[config.mk]
export PLATFORM = sky130hd
export DESIGN_NAME = canvas_sequencer
export DESIGN_NICKNAME = d
export VERILOG_FILES = /design/src/rtl/canvas_pkg.sv /design/src/rtl/btn_edge.sv /design/src/rtl/canvas_sequencer.sv
export SDC_FILE = /design/constraint.sdc
export NUM_CORES = 1
export LEC_CHECK = 0
export ABC_AREA = 1
export BUFFER_PORTS_ARGS = -buffer_cell sky130_fd_sc_hd__buf_2
export CORE_ASPECT_RATIO = 0.75
export CORE_UTILIZATION = 57
export DETAILED_ROUTE_END_ITERATION = 8
export GPL_ROUTABILITY_DRIVEN = 0
export MAX_ROUTING_LAYER = met4
export PLACE_DENSITY = 0.86
export SYNTH_ARGS = -nofsm -noshare
export SYNTH_HDL_FRONTEND = slang
export SYNTH_SLANG_ARGS = --single-unit
[constraint.sdc]
create_clock -name Clk -period 5.3 [get_ports Clk]
set_input_delay 1.325 -clock Clk [delete_from_list [all_inputs] [get_ports Clk]]
set_output_delay 1.325 -clock Clk [all_outputs]
set_load 0.02 [all_outputs]
[src/rtl/canvas_pkg.sv]
// Shared definitions for the drawing canvas, its sequencer and the NN top.
package canvas_pkg;

  localparam int GRID    = 28;
  localparam int PIX_W   = 16;
  localparam int CLASS_W = 4;

  typedef enum logic [2:0] {
    S_IDLE  = 3'd0,
    S_CLEAR = 3'd1,
    S_SCAN  = 3'd2,
    S_WAIT  = 3'd3,
    S_DONE  = 3'd4
  } seq_state_t;

endpackage

[src/rtl/btn_edge.sv]
// Registered rising-edge detector for a level button input.
module btn_edge (
  input  logic clk,
  input  logic rst,
  input  logic din,
  output logic rise
);

  logic prev_q;
  logic prev_d;

  // Next history value is simply the current button level.
  always_comb begin
    prev_d = din;
  end

  // History register; cleared so a button held through reset fires once after it.
  always_ff @(posedge clk) begin
    if (rst) prev_q <= 1'b0;
    else     prev_q <= prev_d;
  end

  assign rise = din & ~prev_q;

endmodule

[src/rtl/canvas_sequencer.sv]
// Canvas controller: gates drawing, issues clears, streams the frozen canvas
// to the NN engine row-major and collects the digit result with a timeout.
module canvas_sequencer #(
  parameter int GRID    = canvas_pkg::GRID,
  parameter int PIX_W   = canvas_pkg::PIX_W,
  parameter int CLASS_W = canvas_pkg::CLASS_W,
  parameter int TIMEOUT = 2 ** 20
) (
  input  logic               Clk,
  input  logic               Reset,
  input  logic               classify,
  input  logic               clear,
  input  logic               draw,
  output logic               canvas_clear,
  output logic               canvas_run,
  output logic [4:0]         rd_x,
  output logic [4:0]         rd_y,
  input  logic [PIX_W-1:0]   rd_data,
  output logic               pix_valid,
  output logic [PIX_W-1:0]   pix_data,
  output logic               pix_last,
  input  logic               pix_ready,
  input  logic               nn_done,
  input  logic [CLASS_W-1:0] nn_digit,
  output logic [CLASS_W-1:0] digit,
  output logic               digit_valid,
  output logic               busy,
  output logic               timeout_err
);

  import canvas_pkg::*;

  localparam int             TW     = (TIMEOUT > 2) ? $clog2(TIMEOUT) : 1;
  localparam logic [TW-1:0]  T_LAST = TW'(TIMEOUT - 1);
  localparam logic [4:0]     EDGE   = 5'(GRID - 1);

  seq_state_t         state_q, state_d;
  logic [4:0]         rd_x_q, rd_x_d;
  logic [4:0]         rd_y_q, rd_y_d;
  logic [TW-1:0]      cnt_q, cnt_d;
  logic [CLASS_W-1:0] digit_q, digit_d;
  logic               dv_q, dv_d;
  logic               terr_q, terr_d;
  logic               cls_e, clr_e;
  logic               last_pix;

  btn_edge u_cls_edge (.clk(Clk), .rst(Reset), .din(classify), .rise(cls_e));
  btn_edge u_clr_edge (.clk(Clk), .rst(Reset), .din(clear),    .rise(clr_e));

  assign last_pix = (rd_x_q == EDGE) && (rd_y_q == EDGE);

  // Next-state, scan address, timeout counter and result bookkeeping.
  always_comb begin
    state_d = state_q;
    rd_x_d  = rd_x_q;
    rd_y_d  = rd_y_q;
    cnt_d   = cnt_q;
    digit_d = digit_q;
    dv_d    = dv_q;
    terr_d  = terr_q;
    case (state_q)
      S_IDLE, S_DONE: begin
        // Clear has priority over classify when both buttons rise together.
        if (clr_e) begin
          state_d = S_CLEAR;
          dv_d    = 1'b0;
          terr_d  = 1'b0;
        end else if (cls_e) begin
          state_d = S_SCAN;
          rd_x_d  = '0;
          rd_y_d  = '0;
          dv_d    = 1'b0;
          terr_d  = 1'b0;
        end
      end
      S_CLEAR: state_d = S_IDLE;
      S_SCAN: begin
        if (pix_ready) begin
          if (last_pix) begin
            state_d = S_WAIT;
            rd_x_d  = '0;
            rd_y_d  = '0;
            cnt_d   = '0;
          end else if (rd_x_q == EDGE) begin
            rd_x_d = '0;
            rd_y_d = rd_y_q + 5'd1;
          end else begin
            rd_x_d = rd_x_q + 5'd1;
          end
        end
      end
      S_WAIT: begin
        // A result arriving on the timeout cycle still counts as a result.
        if (nn_done) begin
          state_d = S_DONE;
          digit_d = nn_digit;
          dv_d    = 1'b1;
        end else if (cnt_q == T_LAST) begin
          state_d = S_DONE;
          terr_d  = 1'b1;
        end else begin
          cnt_d = cnt_q + TW'(1);
        end
      end
      default: state_d = S_IDLE;
    endcase
  end

  // State and datapath registers; reset abandons any stream in flight.
  always_ff @(posedge Clk) begin
    if (Reset) begin
      state_q <= S_IDLE;
      rd_x_q  <= '0;
      rd_y_q  <= '0;
      cnt_q   <= '0;
      digit_q <= '0;
      dv_q    <= 1'b0;
      terr_q  <= 1'b0;
    end else begin
      state_q <= state_d;
      rd_x_q  <= rd_x_d;
      rd_y_q  <= rd_y_d;
      cnt_q   <= cnt_d;
      digit_q <= digit_d;
      dv_q    <= dv_d;
      terr_q  <= terr_d;
    end
  end

  assign canvas_clear = (state_q == S_CLEAR);
  assign canvas_run   = ((state_q == S_IDLE) || (state_q == S_DONE)) & draw;
  assign pix_valid    = (state_q == S_SCAN);
  assign pix_data     = (state_q == S_SCAN) ? rd_data : '0;
  assign pix_last     = (state_q == S_SCAN) && last_pix;
  assign busy         = (state_q == S_SCAN) || (state_q == S_WAIT);
  assign rd_x         = rd_x_q;
  assign rd_y         = rd_y_q;
  assign digit        = digit_q;
  assign digit_valid  = dv_q;
  assign timeout_err  = terr_q;

endmodule

-- Word-level counts from Yosys, hierarchy flattened
Index checks and enable logic that the tools add are counted.
Widths: inputs -> output; s select.
- bits in registers: 41
- input port bits: 27
- output and inout bits: 37
- bitwise operators: 5
- add/sub/neg operators: 3
- muxes and demuxes: 30
- equal/unequal tests: 18
- reduce and logical (&&, ||, !) cells: 16
- operators by type and width (cell ; count):
    $mux 20 ; 4
    $mux 5 ; 8
    $pmux 20 s2 ; 1
    $add 20x1->20 const B ; 1
    $eq 20x20->1 const B ; 1
    $pmux 5 s2 ; 2
    $mux 3 ; 6
    $mux 16 ; 1
    $ne 2x2->1 const B ; 6
    $reduce_and 4->1 ; 3
    $add 5x1->5 const B ; 2
    $eq 5x5->1 const B ; 2
    $reduce_and 5->1 ; 2
    $pmux 3 s3 ; 1
    $eq 3x2->1 const B ; 2
    $ne 3x3->1 const B ; 2
    $reduce_bool 2->1 ; 3
    $mux 1 ; 5
    $ne 2x1->1 const B ; 2
    $pmux 1 s2 ; 2
    $and 1x1->1 ; 3
    $eq 3x1->1 const B ; 1
    $eq 3x3->1 const B ; 1
    $logic_not 3->1 ; 1
    other kinds (7) ; 10

-- Depth between registers and ports, before layout
- depth in word-level cells: 5
- gate-level depth with buffers: 11
- gate-level depth less buffers: 11

-- Modules after synthesis
Synthesis repeated with hierarchy kept, for this count alone.
- cells, all modules: 397
- area total of the unflattened synthesis: 2487.4 µm²
- by module, submodules not included (module ; area each (µm²) ; cells an instance ; times used):
    canvas_sequencer ; 2424.8 ; 389 ; 1
    btn_edge ; 31.3 ; 4 ; 2

-- Least setup slack after synthesis
No wires, ideal clock.
- kind: in2out
- from: input port draw
- to: output port canvas_run
- cell stages on the path: 2
- buffers on the path: 0
- slack: 2.336 ns
- required time: 3.975 ns
- arrival time: 1.639 ns
- path through: inv_1 nor2_1
- word-level cells in the longest chain between the ends: 1
- RTL lines (item ; RTL line ; RTL):
    from (decl) ; canvas_sequencer.sv:13 ; input logic draw,
    $and 1x1->1 ; canvas_sequencer.sv:131 ; assign canvas_run = ((state_q == S_IDLE) || (state_q == S_DONE)) & draw;
    to (decl) ; canvas_sequencer.sv:15 ; output logic canvas_run,
No other way between the ends.

-- Worst setup path in the final report
- from: input port rd_data[4]
- to: output port pix_data[4]
- word-level cells in the longest chain between the ends: 1
- RTL lines (item ; RTL line ; RTL):
    from (decl) ; canvas_sequencer.sv:18 ; input logic [PIX_W-1:0] rd_data,
    $mux 16 ; canvas_sequencer.sv:133 ; assign pix_data = (state_q == S_SCAN) ? rd_data : '0;
    to (decl) ; canvas_sequencer.sv:20 ; output logic [PIX_W-1:0] pix_data,
No other way between the ends.

==> out/metrics.cfg <==
[layout]
syn_to_final_growth_pct = 16.64
fin_cells = 532
drive_gt1_share_pct = 19.92
fin_area_um2 = 2973
layout.nets = 507
diodes = 0

[global_routing]
antenna_found_initial = 0
grt_max_degree = 25
grt_pass1_vias = 2201
grtUsageTotal_pct = 27.63
grt_pass1_wl_mm = 9.825
grt_overflow = 0

[clock_tree]
cts_setup_buffers = 0
cts_tree = yes
clock_latency_ns = 0.30
cts_buffers = 5
cts.root.buffer_cell = clkbuf_8
cts.reportedPaths.clkPinSlew_ns = 0.08
ctsResizeCount = 0
holdBufCountCts = 0
htreeDepth = 2
cts_buffer_depth = 2
cts_num_sinks = 41

[synthesis]
ys_top_cells_by_area = dfxtp_1 32%, nand2_1 17%, nor2_1 10%
ys_types = 30
yosys_warnings = 0
synth_compound_area_share_pct = 7.806
ys_seq_area_share_pct = 32.20
ys_ff_latch = 41
yosys.area_share.xor_xnor_pct = 1.718
synth_top_family_by_area = simple AND/OR/NAND/NOR gates
syn-cell-area_um2 = 2549
syn-num-nets = 446
synth.top_cell.area_share_pct = 32.20
synth-simple-area-share_pct = 44.28
synth_adder_area_share_pct = 1.473
synth_largest_area_cell = dfxtp_1
avgSynthCellArea_um2 = 6.127
synth_cells = 416
synth.area.mux_share_pct = 0

[routing]
drtIter0Drc = 177
post_drt_via_cell_ratio = 5.068
drtPass1Iterations = 5
drc_errors = 0
wl_per_cell_um = 11.53
wl_mm = 6.133
ant_nets = 0
vias = 2696

[placement]
postPlaceCellArea_um2 = 2869
dpl.cell_count = 525
numPortBuffers = 63
dp_worst_setup_slack_ns = 2.262
dp_hpwl_mm = 4.527

[critical_path]
arrival_ns = 1.73
critPathLaunchType = primary input
r2r_cells = 10
rr_endpoint = cnt_q[14]
crit_type = primary input to primary output
r2r_slack_ns = 2.95
worstPathMaxFanout = 1
crit_required_ns = 3.97
worstReg2RegStart = state_q[0]
endpoint_kind = primary output

[power_and_ir_drop]
p_per_area_nw_per_um2 = 380.4
peakVddDrop_uv = 269.7
leakage_nw = 1.439

[sta]
slew_headroom_pct = 52.06
worst_pin_slew_ns = 0.7173
rsz0062_at_grt = no
final-max-slew-violation-count = 0
period_share_pct = 57.61
skew_ns = 0.007999
timing.final.ws_setup_ns = 2.247
setup_tns_ns = 0
hold_viol_final = 0
fin_crit_ns = 3.053
max_freq_mhz = 327.5
final-setup-viol-count = 0

[floorplan]
core_area_um2 = 4179
die_x_um = 79.22
initial_utilization_pct = 60.99
die_h_um = 59.91
ios = 64
row_count = 20
die_area_um2 = 4746

[run_status]
status = finished, final reports clean

[hold_path]
min_to = timeout_err
hp-start = timeout_err
worstHoldPathCells = 2
hold_class = flip-flop to flip-flop

[run]
cap_violations = 0

per-layer routing:
metal  global-route usage, %  part of all wire [%]  wire length, µm  vias up
met2                   40.52                    45             2736       97
met5                       -                     0                0        -
met3                   7.176                   7.2              441        4
met1                   37.59                    47             2911     1192
li1                        -                     -                -     1403
met4                   7.532                  0.70               43        0
synthesized netlist by cell type:
cell type and count:
nand2_1 118, nor2_1 69, inv_1 66, dfxtp_1 41, nand3_1 38, a21oi_1 14
o21ai_0 9, a21oi_2 7, nor3_1 7, nand2_2 6, nand4_1 6, clkbuf_1 4
ha_1 3, nand3_2 3, nor2_4 3, xor2_1 3, buf_6 2, nand3b_1 2
nor2_2 2, o21bai_1 2, xnor2_1 2, a21boi_0 1, buf_1 1, buf_4 1
buf_8 1, clkinv_1 1, inv_2 1, nand2_4 1, nand3_4 1, or2_2 1
flip-flops by register name, indices dropped and copies added (netlist names):
| signal | cells |
|---|---|
| timeout_err | 1 |
| u_cls_edge.prev_q | 1 |
| u_clr_edge.prev_q | 1 |
| rd_x | 5 |
| rd_y | 5 |
| digit | 4 |
| state_q | 3 |
| digit_valid | 1 |
| cnt_q | 20 |
metrics by stage:
stage / power, mW / utilization (%) / hold WS (ns)
finish: 1.131 / 71.14 / 0.4596
global route: 1.204 / 71.14 / 0.4802
CTS: 1.128 / 71.14 / 0.4612
detailed placement: 0.8818 / 68.65 / 0.4492
global placement: 0.8739 / 68.65 / 0.4456
floorplan: 0.7668 / - / 0.4545
how the worst max path moves through the flow:
stage | from | endpoint | slack [ns] | depth (start not counted)
floorplan | draw | canvas_run | 2.34 | 2
global placement | rd_data[11] | pix_data[11] | 2.28 | 4
detailed placement | rd_data[1] | pix_data[1] | 2.26 | 4
CTS | state_q[0] | pix_valid | 2.24 | 4
global route | state_q[0] | pix_valid | 2.11 | 4
finish | rd_data[4] | pix_data[4] | 2.25 | 4
layout make-up:
| type | instances | area [µm²] |
|---|---|---|
| Multi-Input combinational cell | 298 | 1409 |
| Fill cell | 348 | 1206 |
| Sequential cell | 41 | 820.8 |
| Timing Repair Buffer | 63 | 315.3 |
| Inverter | 68 | 255.2 |
| Clock buffer | 5 | 68.82 |
| Tap cell | 55 | 68.82 |
| Clock inverter | 2 | 35.03 |
critical path, cell delays in order:
cell,delay [ns]
buf_2,0.07
inv_1,0.03
nor2_1,0.10
buf_2,0.19
where the power goes:
| part | total (mW) | leakage, nW | internal [mW] | switching, mW |
|---|---|---|---|---|
| sequential | 0.375 | 0.332 | 0.342 | 0.0332 |
| combinational | 0.506 | 1.05 | 0.144 | 0.362 |
| clock | 0.250 | 0.0540 | 0.137 | 0.112 |
logic make-up after synthesis:
logic type | Yosys count
AND/OR/NAND/NOR | 257
XOR/XNOR | 5
buffers and inverters | 77
AO/OA/AOI/OAI | 33
adder cells (fa/ha/maj) | 3
flip-flops | 41
cell usage in the layout (no fill, tap or decap):
cell	instances
clkbuf_8	5
nand3_4	1
ha_1	3
xor2_1	3
nor2_1	69
o21bai_1	2
nand3b_1	2
dfxtp_1	41
or2_2	1
inv_1	66
nor2_4	3
nand2_4	1
nand2_1	118
bufinv_16	1
xnor2_1	2
a21boi_0	1
inv_2	1
nand2_2	6
a21oi_1	14
buf_2	63
nand3_2	3
nor3_1	7
nand3_1	38
clkinv_2	1
o21ai_0	9
nand4_1	6
a21oi_2	7
clkinv_1	1
nor2_2	2
(Power assumes the default switching activity.)
